[config.mk]
export PLATFORM = sky130hd
export DESIGN_NAME = div_sequencer_flat
export DESIGN_NICKNAME = d
export VERILOG_FILES = /design/src/rtl/div_sequencer_if.sv /design/src/rtl/div_sequencer.sv /design/src/flat_wrapper.sv
export SDC_FILE = /design/constraint.sdc
export NUM_CORES = 1
export LEC_CHECK = 0
export CORE_UTILIZATION = 63
export DETAILED_ROUTE_END_ITERATION = 7
export PLACE_DENSITY = 0.87
export SYNTH_ARGS = -nofsm -noshare
export SYNTH_HDL_FRONTEND = slang
export SYNTH_SLANG_ARGS = --single-unit
[constraint.sdc]
create_clock -name clk -period 6.9 [get_ports clk]
set_input_delay 1.725 -clock clk [delete_from_list [all_inputs] [get_ports clk]]
set_output_delay 1.725 -clock clk [all_outputs]
set_load 0.02 [all_outputs]
[src/rtl/div_sequencer_if.sv]
// Handshake and operand/result bundle for the sequential signed divider.
// Latency: none, this is wiring only.
// Backpressure: the requester holds start until ready is seen; results are valid while done is high.
interface div_sequencer_if;
  logic        start;
  logic [15:0] divident;
  logic [15:0] divisor;
  logic        ready;
  logic        busy;
  logic        done;
  logic [15:0] quotient;
  logic [15:0] remainder;
  logic        div_by_zero;
  logic        overflow;

  modport master (
    output start, divident, divisor,
    input  ready, busy, done, quotient, remainder, div_by_zero, overflow
  );

  modport slave (
    input  start, divident, divisor,
    output ready, busy, done, quotient, remainder, div_by_zero, overflow
  );
endinterface

[src/rtl/div_sequencer.sv]
// 16-bit signed divider: magnitude non-restoring core plus sign fix-up.
// Latency: done 18 cycles after accept (1 cycle for a zero divisor), one op per 19 cycles.
// Backpressure: start is only taken while ready; requests in ITER/FIX/DONE are dropped, not queued.
module div_sequencer (
  input logic           clk,
  input logic           rst,
  div_sequencer_if.slave bus
);

  localparam logic [1:0] IDLE = 2'd0;
  localparam logic [1:0] ITER = 2'd1;
  localparam logic [1:0] FIX  = 2'd2;
  localparam logic [1:0] DONE = 2'd3;

  logic [1:0]  state;
  logic [3:0]  cnt;
  logic [16:0] pr;        // signed partial remainder
  logic [15:0] qsh;       // dividend magnitude shifting out, quotient bits shifting in
  logic [16:0] dsr;       // divisor magnitude; 32768 needs the 17th bit
  logic        neg_a;
  logic        neg_b;
  logic        ovf_case;

  logic [15:0] quo_q;
  logic [15:0] rem_q;
  logic        dz_q;
  logic        ov_q;

  logic [15:0] a_mag;
  logic [15:0] b_mag;
  logic [16:0] pr_shift;
  logic [16:0] pr_next;
  logic [15:0] rem_mag;
  logic [15:0] q_fix;
  logic [15:0] r_fix;
  logic        accept;

  assign accept = (state == IDLE) && bus.start;

  // Operand magnitudes; -32768 maps onto 16'h8000 which is its correct unsigned magnitude.
  assign a_mag = bus.divident[15] ? (~bus.divident + 16'd1) : bus.divident;
  assign b_mag = bus.divisor[15]  ? (~bus.divisor  + 16'd1) : bus.divisor;

  // One non-restoring step: shift in the next dividend bit, then subtract or add by remainder sign.
  assign pr_shift = {pr[15:0], qsh[15]};
  assign pr_next  = pr[16] ? (pr_shift + dsr) : (pr_shift - dsr);

  // Final remainder correction; the true value is below 32768 so 16 bits hold it exactly.
  assign rem_mag = pr[16] ? (pr[15:0] + dsr[15:0]) : pr[15:0];
  assign q_fix   = (neg_a ^ neg_b) ? (~qsh + 16'd1) : qsh;
  assign r_fix   = neg_a ? (~rem_mag + 16'd1) : rem_mag;

  // Control FSM and iterative datapath.
  always_ff @(posedge clk) begin
    if (rst) begin
      state    <= IDLE;
      cnt      <= 4'd0;
      pr       <= 17'd0;
      qsh      <= 16'd0;
      dsr      <= 17'd0;
      neg_a    <= 1'b0;
      neg_b    <= 1'b0;
      ovf_case <= 1'b0;
    end else begin
      case (state)
        IDLE: begin
          if (bus.start) begin
            neg_a    <= bus.divident[15];
            neg_b    <= bus.divisor[15];
            qsh      <= a_mag;
            dsr      <= {1'b0, b_mag};
            pr       <= 17'd0;
            cnt      <= 4'd15;
            ovf_case <= (bus.divident == 16'h8000) && (bus.divisor == 16'hFFFF);
            state    <= (bus.divisor == 16'd0) ? DONE : ITER;
          end
        end
        ITER: begin
          pr  <= pr_next;
          qsh <= {qsh[14:0], ~pr_next[16]};
          cnt <= cnt - 4'd1;
          if (cnt == 4'd0) begin
            state <= FIX;
          end
        end
        FIX: begin
          state <= DONE;
        end
        default: begin
          state <= IDLE;
        end
      endcase
    end
  end

  // Result registers load only when entering DONE and otherwise hold the last completion.
  always_ff @(posedge clk) begin
    if (rst) begin
      quo_q <= 16'd0;
      rem_q <= 16'd0;
      dz_q  <= 1'b0;
      ov_q  <= 1'b0;
    end else if (accept && (bus.divisor == 16'd0)) begin
      quo_q <= 16'hFFFF;
      rem_q <= bus.divident;
      dz_q  <= 1'b1;
      ov_q  <= 1'b0;
    end else if (state == FIX) begin
      quo_q <= q_fix;
      rem_q <= r_fix;
      dz_q  <= 1'b0;
      ov_q  <= ovf_case;
    end
  end

  assign bus.ready       = (state == IDLE);
  assign bus.busy        = (state == ITER) || (state == FIX);
  assign bus.done        = (state == DONE);
  assign bus.quotient    = quo_q;
  assign bus.remainder   = rem_q;
  assign bus.div_by_zero = dz_q;
  assign bus.overflow    = ov_q;

endmodule

[src/flat_wrapper.sv]
// flat-port wrapper written by rule: the top's interface ports become plain ports
module div_sequencer_flat 
  (clk, rst, bus_start, bus_divident, bus_divisor, bus_ready, bus_busy, bus_done, bus_quotient, bus_remainder, bus_div_by_zero, bus_overflow);
  div_sequencer_if bus_i ();
  input logic clk;
  input logic rst;
  input wire logic [$bits(bus_i.start)-1:0] bus_start;
  input wire logic [$bits(bus_i.divident)-1:0] bus_divident;
  input wire logic [$bits(bus_i.divisor)-1:0] bus_divisor;
  output wire logic [$bits(bus_i.ready)-1:0] bus_ready;
  output wire logic [$bits(bus_i.busy)-1:0] bus_busy;
  output wire logic [$bits(bus_i.done)-1:0] bus_done;
  output wire logic [$bits(bus_i.quotient)-1:0] bus_quotient;
  output wire logic [$bits(bus_i.remainder)-1:0] bus_remainder;
  output wire logic [$bits(bus_i.div_by_zero)-1:0] bus_div_by_zero;
  output wire logic [$bits(bus_i.overflow)-1:0] bus_overflow;
  assign bus_i.start = bus_start;
  assign bus_i.divident = bus_divident;
  assign bus_i.divisor = bus_divisor;
  assign bus_ready = bus_i.ready;
  assign bus_busy = bus_i.busy;
  assign bus_done = bus_i.done;
  assign bus_quotient = bus_i.quotient;
  assign bus_remainder = bus_i.remainder;
  assign bus_div_by_zero = bus_i.div_by_zero;
  assign bus_overflow = bus_i.overflow;
  div_sequencer u_core (.clk(clk), .rst(rst), .bus(bus_i));
endmodule
**After elaboration in Yosys (flattened, before gate mapping)**

Cells that the tools add are included.

- Output and inout port bits: 37
- Bits in registers: 92
- Logic and storage cells: 68
- Input port bits: 35

- Eq/ne operators: 7
- Multiplexer cells: 22
- Bitwise logic cells: 6
- Add/sub/neg operators: 8
- Reduce and logical (&&, ||, !) cells: 13

Operators by type and width:

| cell | count |
|---|---|
| $mux 16 | 10 |
| $add 16x1->16 const B | 4 |
| $not 16->16 | 4 |
| $mux 17 | 2 |
| $pmux 17 s2 | 1 |
| $eq 16x16->1 const B | 2 |
| $pmux 16 s2 | 1 |
| $add 17x16->17 | 1 |
| $sub 17x16->17 | 1 |
| $add 16x16->16 | 1 |
| $logic_not 16->1 | 1 |
| $pmux 4 s2 | 1 |
| $mux 2 | 3 |
| $pmux 2 s3 | 1 |
| $reduce_and 2->1 | 3 |
| $eq 2x2->1 const B | 2 |
| $logic_not 4->1 | 1 |
| $mux 4 | 1 |
| $reduce_bool 2->1 | 2 |
| $sub 4x1->4 const B | 1 |
| $logic_and 1x1->1 | 3 |
| $eq 2x1->1 const B | 1 |
| $logic_not 2->1 | 1 |
| $mux 1 | 2 |
| other kinds (6) | 6 |

**Logic depth before layout (Yosys ltp)**

- Depth after elaboration: 7
- Mapped depth: 16
- Depth with buffers taken out: 15

**Worst setup path after synthesis**

Ideal clock, no wire load.

- Kind: reg2reg
- Start point: register u_core.pr[16]
- End point: register u_core.pr[15]
- Period minus slack after synthesis: 3.985 ns
- Library setup time: 0.120 ns
- Arrival time: 3.864 ns
- Path slack: 2.915 ns
- Required time: 6.780 ns
- Cell stages (with the launch flop): 16
- Path buffers: 4
- Path through: dfxtp_1 clkbuf_1 buf_1 clkbuf_1 clkbuf_1 nor2_1 xor2_1 ha_1 a21o_1 a2111oi_0 o31ai_1 o311ai_1 o21ai_1 a31oi_1 or4_1 nand3_1

- Cells in the longest elaborated chain, start to end: 2

Ends and longest elaborated chain:

| item | RTL line | RTL |
|---|---|---|
| start: declaration | div_sequencer.sv:17 | `logic [16:0] pr;` |
| start signal: assignment | div_sequencer.sv:79 | `pr <= pr_next;` |
| $mux 17 | div_sequencer.sv:46 | `assign pr_next = pr[16] ? (pr_shift + dsr) : (pr_shift - dsr);` |
| $pmux 17 s2 | div_sequencer.sv:65 | `case (state)` |

Every way passes these cells.
A chain may end at the register's enable or synchronous reset.

**Worst setup path in the final report**

- Start point: input bus_divisor[0]
- End point: register u_core.rem_q[12], in the netlist u_core.bus.remainder[12]

- Cells in the longest elaborated chain, start to end: 3
- Elaborated cells on any way between the ends: 4
- Classes of those cells: mux: 1; reduce/logical: 3

Ends and longest elaborated chain:

| item | RTL line | RTL |
|---|---|---|
| start: declaration | flat_wrapper.sv:9 | `input wire logic [$bits(bus_i.divisor)-1:0] bus_divisor;` |
| $logic_not 16->1 (*) | div_sequencer.sv:103 | `end else if (accept && (bus.divisor == 16'd0)) begin` |
| $logic_and 1x1->1 (*) | div_sequencer.sv:103 |  |
| $mux 16 / $reduce_bool 2->1 (equally long branches) | - |  |
| end signal: assignment | div_sequencer.sv:105 | `rem_q <= bus.divident;` |
| end signal: assignment | div_sequencer.sv:110 | `rem_q <= r_fix;` |
| end: declaration | div_sequencer.sv:25 | `logic [15:0] rem_q;` |

Mark *: on every way between the ends. The rest lies on a longest branch, timed or not.

==> out/metrics.cfg <==
[run_status]
status=complete, no violations

[setup_path]
crit_cells=12
cp-start-kind=input pin
path_buf_inv=3
cp_top_family=simple AND/OR/NAND/NOR gates
critPathKind=in -> reg
worstPathMaxFanout=44
arrival_ps=4560
cpMaxStageDelayCell=clkdlybuf4s50_1
cp-end-kind=flop
cp_data_required_time_ps=7170
r2r_cells=14
rrSetupSlack_ps=2730
cp_common_cell=nand2_1
cp_slowest_stage_delay_ps=450
critical_path.cell_chain=clkdlybuf4s50_1 -> inv_1 -> ha_1 -> nor3b_1 -> nand2_1 -> or3_1 -> nor4_2 -> nand2_1 -> buf_4 -> and3_1 -> a21oi_1 -> a41oi_1

[pwr]
switching_share=0.4927
p_clk_frac=0.108
leakagePower_nw=2.963
seq_power_share=0.252
power_frac_comb=0.640
peakVddDrop_mv=0.3884
intPower_mw=1.880
p_sw_mw=1.826
power_density_nw_per_um2=468.9

[sta]
rsz0062_at_grt=false
setup_tns_ps=0
max_freq_mhz=232.8
worst_slew_pin_slew_ps=1220
hold_viol_final=0
relSlewSlack=0.1866
skew_ps=13.75
min_period_ps=4295
period_share=0.6225
drv_slew=0
hold_slack_ps=475.8
setup_violations=0

[synthesis]
ys_seq_elements=92
syn_avg_cell_area_um2=7.530
synth_area_um2=6958
synth_nets=1003
yosys-top-cells-area=dfxtp_1 26%, ha_1 7.6%, xor2_1 6.4%
async_flop_share=0
synth-edff-count=0
yosysUniqueCellTypes=71
yosys_warnings=0
synthCells=924
yosysTopAreaCell=dfxtp_1
synth_top_area_share=0.2647
synth_seq_area_share=0.2647
synthFlopType=dfxtp_1

[global_route]
grt_pass1_wl_mm=29.84
grt_use_met2=0.5253
top_usage_layer=met2
overflow=0
grt_use_met3=0.06869
antenna_found_initial=0
use_met1=0.4425
grt_pass1_vias=6145
grt_max_degree=60
track_usage=0.3303

[route]
postRouteWirelength_mm=18.76
ant_nets=0
num_vias=7011
first_iter_violations=636
post-route-drc-count=0
viasPerCell=6.345
firstDrtPassIters=5
wire_per_inst_um=16.97

[finish]
final_area_um2=7904
drive_above_1_share=0.04249
final_cell_mix=104 x nand2_1, 92 x dfxtp_1, 90 x nor2_1
mostFrequentLayoutCell=nand2_1
areaGrowthSynthToFinish_pct=13.59
final_nets=1039
finish.utilization=0.7323
diodes=0

[clock_tree]
clk_path_buf_depth=2
path_clk_slew_ps=100
cts_root_buffer=clkbuf_8
holdBufCountCts=0
clock-sinks=92
ctsResizeCount=0
worstSkewPairLatency_ps=400
cts_tree=built
cts_made_buffers=9
post_cts_buffers=0
cts_max_level=3

[place]
gp_routability_congestion=0.8958
port_buffers=71
dp.final_hpwl_mm=13.73
place_area_um2=7695

[floorplanning]
coreArea_um2=10790
num_rows=38
die_x_um=107.1
ioPinCount=72
die_h_um=107.1
start_util=0.6447
die_area_um2=11470

[job]
cap_violations=0

[worst_hold_path]
hold_class=reg -> reg
hold_depth=2

worst reg2reg max path: cells and delay by family (launching register included):
| family | cells | cell delay, ps |
|---|---|---|
| muxes | 1 | 430 |
| buffers and inverters | 2 | 600 |
| xor gates and xnor gates | 1 | 70 |
| DFF | 1 | 900 |
| adders and majority gates | 1 | 350 |
| AOI/OAI and AO/OA | 7 | 1470 |
| and+or+nand+nor | 2 | 210 |
area by class of cell:
cell class              instances  area (µm²)
multi-input cells             752        4830
fillers                       878        2889
flip-flops and latches         92        1842
repair buffers                 75       735.7
well taps                     140       175.2
clock buffers                  11       141.4
inverters                      30       112.6
clock inverters                 5       67.56
through the flow:
stage / power, mW / std cells / worst slack [ps]
after detailed placement: 3.263 / 1089 / 2262
after CTS: 3.673 / 1105 / 2676
after global routing: 4.015 / 1105 / 2408
after global placement: 3.200 / 1089 / 2363
after floorplan: 2.701 / 924 / 2915
final: 3.706 / 1105 / 2605
registers in the layout, summed over array words and instances, names as in the netlist:
signal	count
u_core.bus.overflow	1
u_core.neg_a	1
u_core.neg_b	1
u_core.cnt	4
u_core.bus.div_by_zero	1
u_core.ovf_case	1
u_core.state	2
u_core.pr	17
u_core.dsr	16
u_core.bus.quotient	16
u_core.bus.remainder	16
u_core.qsh	16
kinds of logic after synthesis:
kind of cell    Yosys count  synth area share
flops                    92            0.2647
buf+inv                  80           0.04316
mux                      24           0.03507
xor+xnor                 75           0.09441
compound gates          281            0.2555
simple gates            328            0.2259
fa+ha+maj                44           0.08128
worst paths after layout:
path,start,endpoint
hold reg to reg,u_core.bus.div_by_zero$_SDFFE_PP0P_,u_core.bus.div_by_zero$_SDFFE_PP0P_
setup / recovery,bus_divisor[0],u_core.bus.remainder[12]$_SDFFE_PP0P_
hold / removal,u_core.bus.div_by_zero$_SDFFE_PP0P_,u_core.bus.div_by_zero$_SDFFE_PP0P_
setup reg to reg,u_core.pr[16]$_SDFFE_PP0P_,u_core.qsh[0]$_SDFFE_PP0P_
metal layers:
metal / wire, µm / vias to the layer above / share of wire
li1: - / 3433 / -
met1: 8306 / 3211 / 0.44
met2: 8506 / 335 / 0.45
met3: 1560 / 32 / 0.083
met4: 383 / 0 / 0.020
met5: 0 / - / 0
cells in the mapped netlist (8+ instances only):
| master | n |
|---|---|
| or4_1 | 9 |
| a22oi_1 | 12 |
| clkbuf_1 | 46 |
| nand3_1 | 21 |
| mux2i_1 | 21 |
| and3_1 | 8 |
| ha_1 | 42 |
| a211oi_1 | 29 |
| inv_1 | 28 |
| nor2_1 | 90 |
| o31ai_1 | 12 |
| a21oi_1 | 84 |
| or3_1 | 15 |
| o21ai_0 | 65 |
| a21o_1 | 10 |
| xor2_1 | 51 |
| nand2_1 | 104 |
| xnor2_1 | 24 |
| nor3_1 | 27 |
| a31oi_1 | 13 |
| dfxtp_1 | 92 |
power groups by stage:
stage	Sequential (mW)	Combinational (mW)	Clock, mW
final	0.932	2.37	0.402
after global routing	0.954	2.63	0.428
after CTS	0.923	2.35	0.404
after detailed placement	0.935	2.33	0
after global placement	0.929	2.27	0
after floorplan	0.906	1.79	0
No activity file was read; power rests on OpenSTA's default activity.
